### src/rtl/fp_add_sequencer.sv
// Control sequencer for the multi-cycle floating-point adder: Go/Busy/Done handshake,
// alignment, normalisation and rounding controls with bounded re-normalisation.
module fp_add_sequencer #(
    parameter int unsigned EXPBITS      = 8,
    parameter int unsigned MANTISSABITS = 23,
    parameter int unsigned MAXROUNDS    = 2,
    localparam int unsigned SHW         = $clog2(MANTISSABITS + 2)
) (
    input  logic               clk_i,
    input  logic               rst_i,
    input  logic               go_i,
    input  logic               exp_set_i,
    input  logic [EXPBITS-1:0] exp_diff_i,
    input  logic               ffo_valid_i,
    input  logic [SHW-1:0]     ffo_index_i,
    input  logic               round_ovf_i,
    output logic               busy_o,
    output logic               done_o,
    output logic               err_round_o,
    output logic [2:0]         state_o,
    output logic               sel_exp_mux_o,
    output logic               sel_sr_mux_g_o,
    output logic               sel_sr_mux_l_o,
    output logic               shift_right_enable_o,
    output logic [SHW-1:0]     shift_right_amount_o,
    output logic               sre_en_c_o,
    output logic               sle_en_c_o,
    output logic               no_shift_c_o,
    output logic               incr_en_c_o,
    output logic               decr_en_c_o,
    output logic [SHW-1:0]     shift_amount_c_o,
    output logic               sel_exp_mux_r_o,
    output logic               sel_man_mux_r_o
);

    localparam int unsigned PW    = (MAXROUNDS < 1) ? 1 : $clog2(MAXROUNDS + 1);
    localparam int unsigned MAXSR = MANTISSABITS + 1;
    localparam int unsigned CW    = (EXPBITS > SHW) ? EXPBITS : SHW;

    localparam logic [2:0] S_IDLE  = 3'd0;
    localparam logic [2:0] S_ALIGN = 3'd1;
    localparam logic [2:0] S_NORM  = 3'd2;
    localparam logic [2:0] S_ROUND = 3'd3;
    localparam logic [2:0] S_DONE  = 3'd4;

    logic [2:0]         state_q, state_d;
    logic               exp_set_q, exp_set_d;
    logic [EXPBITS-1:0] exp_diff_q, exp_diff_d;
    logic [PW-1:0]      passes_q, passes_d;
    logic               err_q, err_d;

    logic               busy_q, busy_d;
    logic               done_q, done_d;
    logic               sel_exp_mux_q, sel_exp_mux_d;
    logic               sel_sr_mux_l_q, sel_sr_mux_l_d;
    logic               sr_en_q, sr_en_d;
    logic [SHW-1:0]     sr_amt_q, sr_amt_d;
    logic               sel_r_q, sel_r_d;

    // State register plus registered state-derived outputs.
    always_ff @(posedge clk_i or posedge rst_i) begin
        if (rst_i) begin
            state_q        <= S_IDLE;
            exp_set_q      <= 1'b0;
            exp_diff_q     <= '0;
            passes_q       <= '0;
            err_q          <= 1'b0;
            busy_q         <= 1'b0;
            done_q         <= 1'b0;
            sel_exp_mux_q  <= 1'b0;
            sel_sr_mux_l_q <= 1'b0;
            sr_en_q        <= 1'b0;
            sr_amt_q       <= '0;
            sel_r_q        <= 1'b0;
        end else begin
            state_q        <= state_d;
            exp_set_q      <= exp_set_d;
            exp_diff_q     <= exp_diff_d;
            passes_q       <= passes_d;
            err_q          <= err_d;
            busy_q         <= busy_d;
            done_q         <= done_d;
            sel_exp_mux_q  <= sel_exp_mux_d;
            sel_sr_mux_l_q <= sel_sr_mux_l_d;
            sr_en_q        <= sr_en_d;
            sr_amt_q       <= sr_amt_d;
            sel_r_q        <= sel_r_d;
        end
    end

    // Next state; normalisation controls follow the live leading-one inputs.
    always_comb begin
        state_d          = state_q;
        exp_set_d        = exp_set_q;
        exp_diff_d       = exp_diff_q;
        passes_d         = passes_q;
        err_d            = err_q;
        sre_en_c_o       = 1'b0;
        sle_en_c_o       = 1'b0;
        no_shift_c_o     = 1'b0;
        incr_en_c_o      = 1'b0;
        decr_en_c_o      = 1'b0;
        shift_amount_c_o = '0;

        case (state_q)
            S_IDLE: begin
                if (go_i) begin
                    state_d    = S_ALIGN;
                    exp_set_d  = exp_set_i;
                    exp_diff_d = exp_diff_i;
                    passes_d   = '0;
                    err_d      = 1'b0;
                end
            end
            S_ALIGN: state_d = S_NORM;
            S_NORM: begin
                if (!ffo_valid_i) begin
                    no_shift_c_o = 1'b1;
                    state_d      = S_DONE;
                end else if (ffo_index_i == SHW'(MANTISSABITS + 1)) begin
                    sre_en_c_o       = 1'b1;
                    incr_en_c_o      = 1'b1;
                    shift_amount_c_o = SHW'(1);
                    state_d          = S_ROUND;
                end else if (ffo_index_i == SHW'(MANTISSABITS)) begin
                    no_shift_c_o = 1'b1;
                    state_d      = S_ROUND;
                end else begin
                    sle_en_c_o       = 1'b1;
                    decr_en_c_o      = 1'b1;
                    shift_amount_c_o = SHW'(MANTISSABITS) - ffo_index_i;
                    state_d          = S_ROUND;
                end
            end
            S_ROUND: begin
                if (round_ovf_i && (passes_q < PW'(MAXROUNDS))) begin
                    passes_d = passes_q + PW'(1);
                    state_d  = S_NORM;
                end else begin
                    if (round_ovf_i) begin
                        err_d = 1'b1;
                    end
                    state_d = S_DONE;
                end
            end
            S_DONE:  state_d = S_IDLE;
            default: state_d = S_IDLE;
        endcase
    end

    // Registered decode of the upcoming state; shift amount saturates at MANTISSABITS+1.
    always_comb begin
        busy_d         = (state_d != S_IDLE);
        done_d         = (state_d == S_DONE);
        sel_exp_mux_d  = (state_d == S_ALIGN) && exp_set_d;
        sel_sr_mux_l_d = (state_d == S_ALIGN) && !exp_set_d;
        sr_en_d        = (state_d == S_ALIGN) && (exp_diff_d != '0);
        sr_amt_d       = '0;
        if (state_d == S_ALIGN) begin
            if (CW'(exp_diff_d) > CW'(MAXSR)) begin
                sr_amt_d = SHW'(MAXSR);
            end else begin
                sr_amt_d = SHW'(exp_diff_d);
            end
        end
        sel_r_d = (state_d == S_ROUND);
    end

    assign state_o              = state_q;
    assign busy_o               = busy_q;
    assign done_o               = done_q;
    assign err_round_o          = err_q;
    assign sel_exp_mux_o        = sel_exp_mux_q;
    assign sel_sr_mux_g_o       = sel_exp_mux_q;
    assign sel_sr_mux_l_o       = sel_sr_mux_l_q;
    assign shift_right_enable_o = sr_en_q;
    assign shift_right_amount_o = sr_amt_q;
    assign sel_exp_mux_r_o      = sel_r_q;
    assign sel_man_mux_r_o      = sel_r_q;

endmodule

### config.mk
export PLATFORM = sky130hd
export DESIGN_NAME = fp_add_sequencer
export DESIGN_NICKNAME = d
export VERILOG_FILES = /design/src/rtl/fp_add_sequencer.sv
export SDC_FILE = /design/constraint.sdc
export NUM_CORES = 1
export LEC_CHECK = 0
export BUFFER_PORTS_ARGS = -buffer_cell sky130_fd_sc_hd__buf_2
export CAP_MARGIN = 20
export CORE_MARGIN = 5
export CORE_UTILIZATION = 35
export DETAILED_ROUTE_END_ITERATION = 16
export HOLD_SLACK_MARGIN = 0.05
export PLACE_DENSITY = 0.75
export SKIP_CTS_REPAIR_TIMING = 1
export SLEW_MARGIN = 0
export SYNTH_ARGS = -nofsm -noshare
export SYNTH_HDL_FRONTEND = slang
export SYNTH_SLANG_ARGS = --single-unit
### constraint.sdc
create_clock -name clk_i -period 2.03 [get_ports clk_i]
set_input_delay 0.406 -clock clk_i [delete_from_list [all_inputs] [get_ports clk_i]]
set_output_delay 0.406 -clock clk_i [all_outputs]
set_load 0.05 [all_outputs]
### Yosys cells after proc, flatten, opt, wreduce, memory -nomap -nowiden

Cells that the tools add are included.

| word-level totals | value |
|---|---|
| word-level logic and storage cells | 71 |
| input port bits | 19 |
| output and inout port bits | 27 |
| flip-flop bits (word level) | 26 |

| operators by class | value |
|---|---|
| reduce and logical (&&, ||, !) cells | 11 |
| order comparisons | 2 |
| eq/ne operators | 12 |
| multiplexer cells | 32 |
| $add $sub $neg | 2 |

Operator list:

| kind | count |
|---|---|
| $mux 5 | 6 |
| $mux 1 | 16 |
| $mux 8 | 2 |
| $pmux 3 s4 | 1 |
| $eq 5x5->1 const B | 2 |
| $eq 3x2->1 const B | 3 |
| $mux 3 | 3 |
| $gt 8x5->1 const B | 1 |
| $ne 2x2->1 const B | 4 |
| $reduce_bool 8->1 | 1 |
| $eq 3x1->1 const B | 2 |
| $sub 5x5->5 const A | 1 |
| $logic_and 1x1->1 | 4 |
| $mux 2 | 2 |
| $pmux 2 s2 | 1 |
| $reduce_and 4->1 | 1 |
| $eq 3x3->1 const B | 1 |
| $logic_not 3->1 | 1 |
| $reduce_and 3->1 | 1 |
| $reduce_bool 3->1 | 1 |
| $add 2x1->2 const B | 1 |
| $lt 2x2->1 const B | 1 |
| $pmux 1 s2 | 1 |
| $reduce_bool 2->1 | 1 |
| $logic_not 1->1 | 1 |

### Longest topological paths before layout

Gate-level depths: netlist (run 1).

| logic depth | value |
|---|---|
| word-level depth | 6 |
| mapped depth | 5 |
| gate-level depth less buffers | 5 |

### Worst setup path after synthesis (run 1)

No wires, ideal clock.

| timing | value |
|---|---|
| path kind | flip-flop to output port |
| from | register state_q[0], in the netlist state_o[0] |
| to | output shift_amount_c_o[4] |
| required time | 1.624 ns |
| data arrival time | 2.896 ns |
| path buffers | 1 |
| setup slack | -1.272 ns |
| cell stages (with the launch flop) | 5 |
| cells stage by stage | dfrtp_1 -> buf_6 -> nand4bb_1 -> a211oi_1 -> and2_1 |

| between the ends | value |
|---|---|
| longest elaborated chain between the ends | 2 |

Ends and longest elaborated chain:

| what | RTL line | source |
|---|---|---|
| start: declaration | 46 | `logic [2:0] state_q, state_d;` |
| start signal: assignment | 76 | `state_q <= state_d;` |
| $eq 3x2->1 | 105 | `case (state_q)` |
| $mux 5 | 105 |  |
| end: declaration | 31 | `output logic [SHW-1:0] shift_amount_c_o,` |

Every way passes these cells.

### Worst setup path in the final report (run 1)

| timing | value |
|---|---|
| from | input ffo_index_i[3] |
| to | output shift_amount_c_o[4] |

| between the ends | value |
|---|---|
| longest elaborated chain between the ends | 5 |
| elaborated cells on any way between the ends | 7 |
| classes of those cells | add/sub: 1; eq/ne: 2; mux: 4 |

Ends and longest elaborated chain:

| what | RTL line | source |
|---|---|---|
| start: declaration | 15 | `input logic [SHW-1:0] ffo_index_i,` |
| $sub 5x5->5 or $eq 5x5->1 (tied branches) | 131, 125 |  |
| $mux 5 | 125 | `end else if (ffo_index_i == SHW'(MANTISSABITS)) begin` |
| $mux 5 * | 120 | `end else if (ffo_index_i == SHW'(MANTISSABITS + 1)) begin` |
| $mux 5 * | 117 | `if (!ffo_valid_i) begin` |
| $mux 5 * | 105 |  |

Every way passes the cells marked *; elsewhere a longest branch is shown, timed or not.

==> impl_results.md, run 1 <==
- Status: finished, final reports clean
- Slew Viols, Final: 0
- Crit path launch type: primary input
- CP max stage cell: a211oi_4
- Grt met2 use: 0.181
- Endpoint class of the critical path: output port
- Final setup viols: 0
- Per-cell routed wire length: 12.0 um
- Vias per inst: about 4.6
- Initial core utilization: 0.360
- Nets: about 150
- Final ANT Viol Nets: 0
- CP bufs+invs: 3
- Worst stage delay on the critical path: about 250 ps
- CP Class: in -> out
- Maximum vdd drop: 0.727 mV
- CTS buffer count: 3
- Antenna cells: 0
- Int Pwr: between 700 and 800 uW
- DRT Pass-1 Iters: 4
- Synth Register Bits: 17
- Residual DRC: 0
- Hold WC Path Type: in -> async
- Reg power frac: 0.323
- Largest net degree at the start of global routing: 18
- Share of total power in combinational logic: 0.569
- Layout Skew: a little under 1 ps
- Crit path DAT: between 1500 and 2000 ps
- Vias in the first global route: between 700 and 800
- Final core utilization: 0.544
- Setup_tns: 0 ps
- Clock root buffer: clkbuf_4
- Dpl ws: -39.6 ps
- Syn Inst Count: 75
- Unique cell type count in the Yosys netlist: 29
- Iter 0 DRT Violations: 8
- Latest clock arrival within the worst-skew pair: 270 ps
- Worst relative slew slack: 0.596
- Gpl congestion: 0.769
- RSZ-0062 raised after global routing: yes
- H-tree levels: 1
- Fin crit period: 1990 ps
- Synth Cell Area: between 700 and 800 um^2
- First-pass GRT wire length: about 2.9 mm
- Leakage power: around 0.00064 uW
- Cell total after placement: 143
- CP required: between 1500 and 2000 ps
- Die width: between 50 and 60 um
- Worst Tran Pin Value: around 600 ps
- Synth warnings: 0
- Crit-path leading delay family: simple AND/OR/NAND/NOR gates
- Die Y: around 57 um
- Register-to-Register Path Depth: 5
- Via count: 707
- Most frequent cells in the layout: buf_2 (38), dfrtp_1 (14), nor2_1 (10), buf_4 (10), clkbuf_4 (6)
- All-Layer GR Usage: 0.109
- Grt total ovfl: 0
- Layout cell share with drive strength beyond 1: 0.576
- CORE AREA: ~2200 um^2
- IO Pins: 46
- # rows: 17
- Met1 Use GR: 0.131
- P&R area growth vs syn: 51.0%
- Non-Filler Instances: 153
- Pwr Total: between 1500 and 2000 uW
- Final hold vios: 0
- Seq/Total Area, Yosys: 0.539
- Full die area: 3310 um^2
- TritonCTS clock tree: done
- Clock transition at path regs: approximately 90 ps
- Switching share of power: 0.501
- CTS sink cnt: 17
- Peak Freq: a little over 0.5 GHz
- CP max FO: 3
- Max Buffers Root-to-Sink: 2
- Final WL: around 1.8 mm
- Commonest non-fill, non-tap cell in the layout: buf_2
- Initial antenna violation count: 0
- Dpl hpwl: approximately 1.4 mm
- Power share of the clock group: 0.108
- WP depth: 7
- Fin crit share: 0.979
- Input/output buffers: 45
- Post-Synthesis Net Count: 95
- Final WS setup: around 42 ps
- GR peak layer: met2
- CP cell instances: buf_2, inv_1, ha_1, and4_2, a211oi_4, and2_4, buf_8
- Mean Syn Cell Area: around 11 um^2
- Power per cell area: between 1000 and 1500 nW/um^2
- # Max-Cap Violations: 0
- Net Switching: 783 uW
- Grt met3 use: 0.0407
-- cell usage after synthesis, drive strengths merged --
library cell | instances | area [um^2]
nor2 | 12 | 45.0
a22o | 1 | 8.76
nor2b | 1 | 6.26
buf | 7 | 51.3
or3 | 1 | 6.26
nor4 | 1 | 6.26
nand4bb | 1 | 11.3
and3 | 1 | 6.26
and4b | 1 | 10.0
a211oi | 2 | 20.0
and4 | 1 | 8.76
nand2 | 4 | 15.0
dfrtp | 17 | 425
or4b | 1 | 10.0
inv | 3 | 11.3
ha | 1 | 12.5
a311oi | 1 | 8.76
nand2b | 3 | 18.8
a21o | 1 | 7.51
nor3 | 3 | 15.0
a21oi | 3 | 15.0
nor4b | 2 | 23.8
o21ai | 1 | 5.00
mux2i | 1 | 10.0
and2 | 5 | 31.3
-- worst register-to-register path, stage by stage, from the launching register on --
cell and delay, ps:
dfrtp_2 450, buf_4 150, buf_4 130, or4b_1 690
a211oi_2 290, and2_1 150
-- power by group through the flow --
stage / sequential [uW] / clock [uW] / combinational [uW]
2_1_floorplan: 779 / 0 / 407
3_3_place_gp: 529 / 0 / 781
3_5_place_dp: 531 / 0 / 789
4_1_cts: 525 / 177 / 790
5_1_grt: 522 / 194 / 941
6_report: 505 / 169 / 890
-- cell families after synthesis --
family	count (synthesis)	synth area share
flip-flops	17	0.539
multiplexers	1	0.0127
buffers and inverters	10	0.0792
AO/OA/AOI/OAI	9	0.0824
adder cells (fa/ha/maj)	1	0.0158
AND/OR/NAND/NOR	37	0.271
-- path summary, 6_finish.rpt --
kind,from,endpoint,slack (ps)
min reg2reg,passes_q[0],passes_q[0],490
max,ffo_index_i[3],shift_amount_c_o[4],40
min,rst_i,sel_exp_mux_o,180
max reg2reg,state_o[0],shift_right_amount_o[0],110
min in group clk_i,exp_set_i,sel_sr_mux_l_o,280
max in group asynchronous,rst_i,state_o[0],1420
-- area by class of cell --
type / instances / area [um^2]
Fill cell: 213 / 998
Sequential cell: 17 / 429
Multi-Input combinational cell: 48 / 377
Timing Repair Buffer: 53 / 314
Tap cell: 28 / 35.0
Clock buffer: 4 / 26.3
Inverter: 3 / 11.3
-- registers in the layout (all words and copies together) (netlist names) --
name,count
busy_o,1
shift_right_enable_o,1
sel_sr_mux_l_o,1
err_round_o,1
done_o,1
sel_exp_mux_o,1
state_o,3
passes_q,2
shift_right_amount_o,5
sel_exp_mux_r_o,1
-- per-stage QoR --
stage,hold WS (ps),instance area (um^2)
2_1_floorplan,332,863
3_3_place_gp,463,1080
3_5_place_dp,483,1080
4_1_cts,205,1110
5_1_grt,245,1190
6_report,184,1190
-- metal layers --
layer / wire length, um / share of wire
met2: 826 / 0.45
met5: 0 / 0
met1: 718 / 0.39
met4: 13 / 0.0071
met3: 275 / 0.15
Power figures use the tool's default switching activity.
==> inputs of run 2 (changes only) <==
--- a/config.mk
+++ b/config.mk
@@ -9,9 +9,11 @@
 export CAP_MARGIN = 20
 export CORE_MARGIN = 5
 export CORE_UTILIZATION = 35
+export CTS_BUF_LIST = sky130_fd_sc_hd__clkbuf_8
 export DETAILED_ROUTE_END_ITERATION = 16
 export HOLD_SLACK_MARGIN = 0.05
-export PLACE_DENSITY = 0.75
+export PLACE_DENSITY = 0.66
+export RECOVER_POWER = 50
 export SKIP_CTS_REPAIR_TIMING = 1
 export SLEW_MARGIN = 0
 export SYNTH_ARGS = -nofsm -noshare
==> run 2 against run 1 <==
  * Non-clock buffer count fell by 2
  * Combinational power is 6.1% lower
  * Design area down 2.2%
  * Setup slack gained 52 ps
  * First-iteration DRC count is 25% lower
  * Global-route usage grew 2.2 points
  * Clock power is 45% higher
  * Final cell count shrank 1.3%
  * Routed wire length increased by 4.3%
  * Via count rose by 1.3%
==> impl_results.md, run 2 (synthesized netlist as in run 1, its figures left out) <==
- Status: finished, final reports clean
- Worst Tran Pin Value: ~650 ps
- DRT Pass-1 Iters: 4
- Most frequent cells in the layout: buf_2 (33), dfrtp_1 (14), nor2_1 (10), clkbuf_1 (9)
- Max Buffers Root-to-Sink: 2
- Commonest non-fill, non-tap cell in the layout: buf_2
- CORE AREA: roughly 2200 um^2
- Hold WC Path Type: in -> async
- Via count: about 700
- Full die area: 3310 um^2
- # rows: 17
- Setup_tns: 0 ps
- Vias in the first global route: about 790
- Vias per inst: between 4 and 5
- Layout Skew: between 1 and 1.5 ps
- Final setup viols: 0
- CP Class: in -> out
- CTS sink cnt: 17
- Die Y: about 57 um
- CP max FO: 3
- Final Instance Area: ~1200 um^2
- Worst hold slack: roughly 240 ps
- Initial core utilization: 0.360
- Final WL: around 1.9 mm
- Crit path DAT: 1530 ps
- Power per cell area: between 1000 and 1500 nW/um^2
- Per-cell routed wire length: between 10 and 15 um
- Fin crit period: about 1900 ps
- All-Layer GR Usage: 0.130
- Layout cell share with drive strength beyond 1: 0.496
- Peak Freq: about 0.52 GHz
- Nets: 144
- Fin crit share: 0.954
- RSZ-0062 raised after global routing: no
- # Max-Cap Violations: 0
- IO Pins: 46
- Gpl congestion: between 0.7 and 0.8
- Worst relative slew slack: 0.568
- CP cell instances: buf_2, inv_1, ha_1, and4_2, a211oi_4, and2_4, buf_6
- Non-Filler Instances: about 150
- Clock transition at path regs: around 60 ps
- Crit-path leading delay family: simple AND/OR/NAND/NOR gates
- Dpl hpwl: around 1.5 mm
- Iter 0 DRT Violations: 6
- Die width: 57.5 um
- Cell total after placement: 146
- CP max stage cell: a211oi_4
- Dpl ws: approximately 56 ps
- Endpoint class of the critical path: output port
- CTS buffer count: 3
- Final hold vios: 0
- Worst stage delay on the critical path: ~240 ps
- Final ANT Viol Nets: 0
- Residual DRC: 0
- Grt total ovfl: 0
- Slew Viols, Final: 0
- Final WS setup: just over 90 ps
- Clock root buffer: clkbuf_8
- Latest clock arrival within the worst-skew pair: approximately 240 ps
- Largest net degree at the start of global routing: 18
- TritonCTS clock tree: done
- Worst R2R Setup Slack: ~320 ps
- Max reg flops: 5
- Initial antenna violation count: 0
- H-tree levels: 1
- CP bufs+invs: 3
- Post-DP Area: 1110 um^2
- Input/output buffers: 45
- First-pass GRT wire length: about 3.4 mm
- Leakage power: just over 0.0006 uW
- Maximum vdd drop: between 0.7 and 0.8 mV
- Crit path launch type: primary input
- P&R area growth vs syn: 47.7%
- Antenna cells: 0
- CP required: 1620 ps
[run 2: worst paths after layout]
check                          startpoint  cells past startpoint                       to
max reg2reg                    state_o[0]                      4  shift_right_amount_o[1]
min reg2reg                   passes_q[0]                      1              passes_q[0]
min                                 rst_i                      2  shift_right_amount_o[1]
max in group asynchronous           rst_i                      2               state_o[1]
max                        ffo_index_i[3]                      7      shift_amount_c_o[4]
min in group clk_i              exp_set_i                      2           sel_sr_mux_l_o
[run 2: power breakdown]
part | internal [uW] | switching (uW)
sequential | 434 | 72.9
combinational | 219 | 617
clock | 136 | 109
[run 2: worst reg2reg max path, cell delays in order (launching register included)]
cell and delay (ps):
dfrtp_2 410, clkbuf_1 150, or4b_1 650, a211oi_2 280, and2_1 160
[run 2: routing by layer]
metal	global-route usage	vias up	wire (um)	part of all wire
met4	0.0629	0	41	0.021
met3	0.0339	4	140	0.073
met1	0.140	331	737	0.39
met5	0	-	0	0
met2	0.234	31	992	0.52
li1	-	350	-	-
[run 2: area by class of cell]
class	count	area (um^2)
Tap cell	28	35.0
Timing Repair Buffer	51	274
Multi-Input combinational cell	48	370
Clock buffer	3	41.3
Fill cell	210	1020
Inverter	3	11.3
Sequential cell	17	429
Clock inverter	1	5.00
[run 2: metrics by stage]
| step | utilization | power, uW |
|---|---|---|
| finish | 0.532 | 1590 |
| global route | 0.532 | 1690 |
| CTS | 0.526 | 1600 |
| detailed placement | 0.505 | 1350 |
| global placement | 0.505 | 1340 |
| floorplan | - | 1190 |
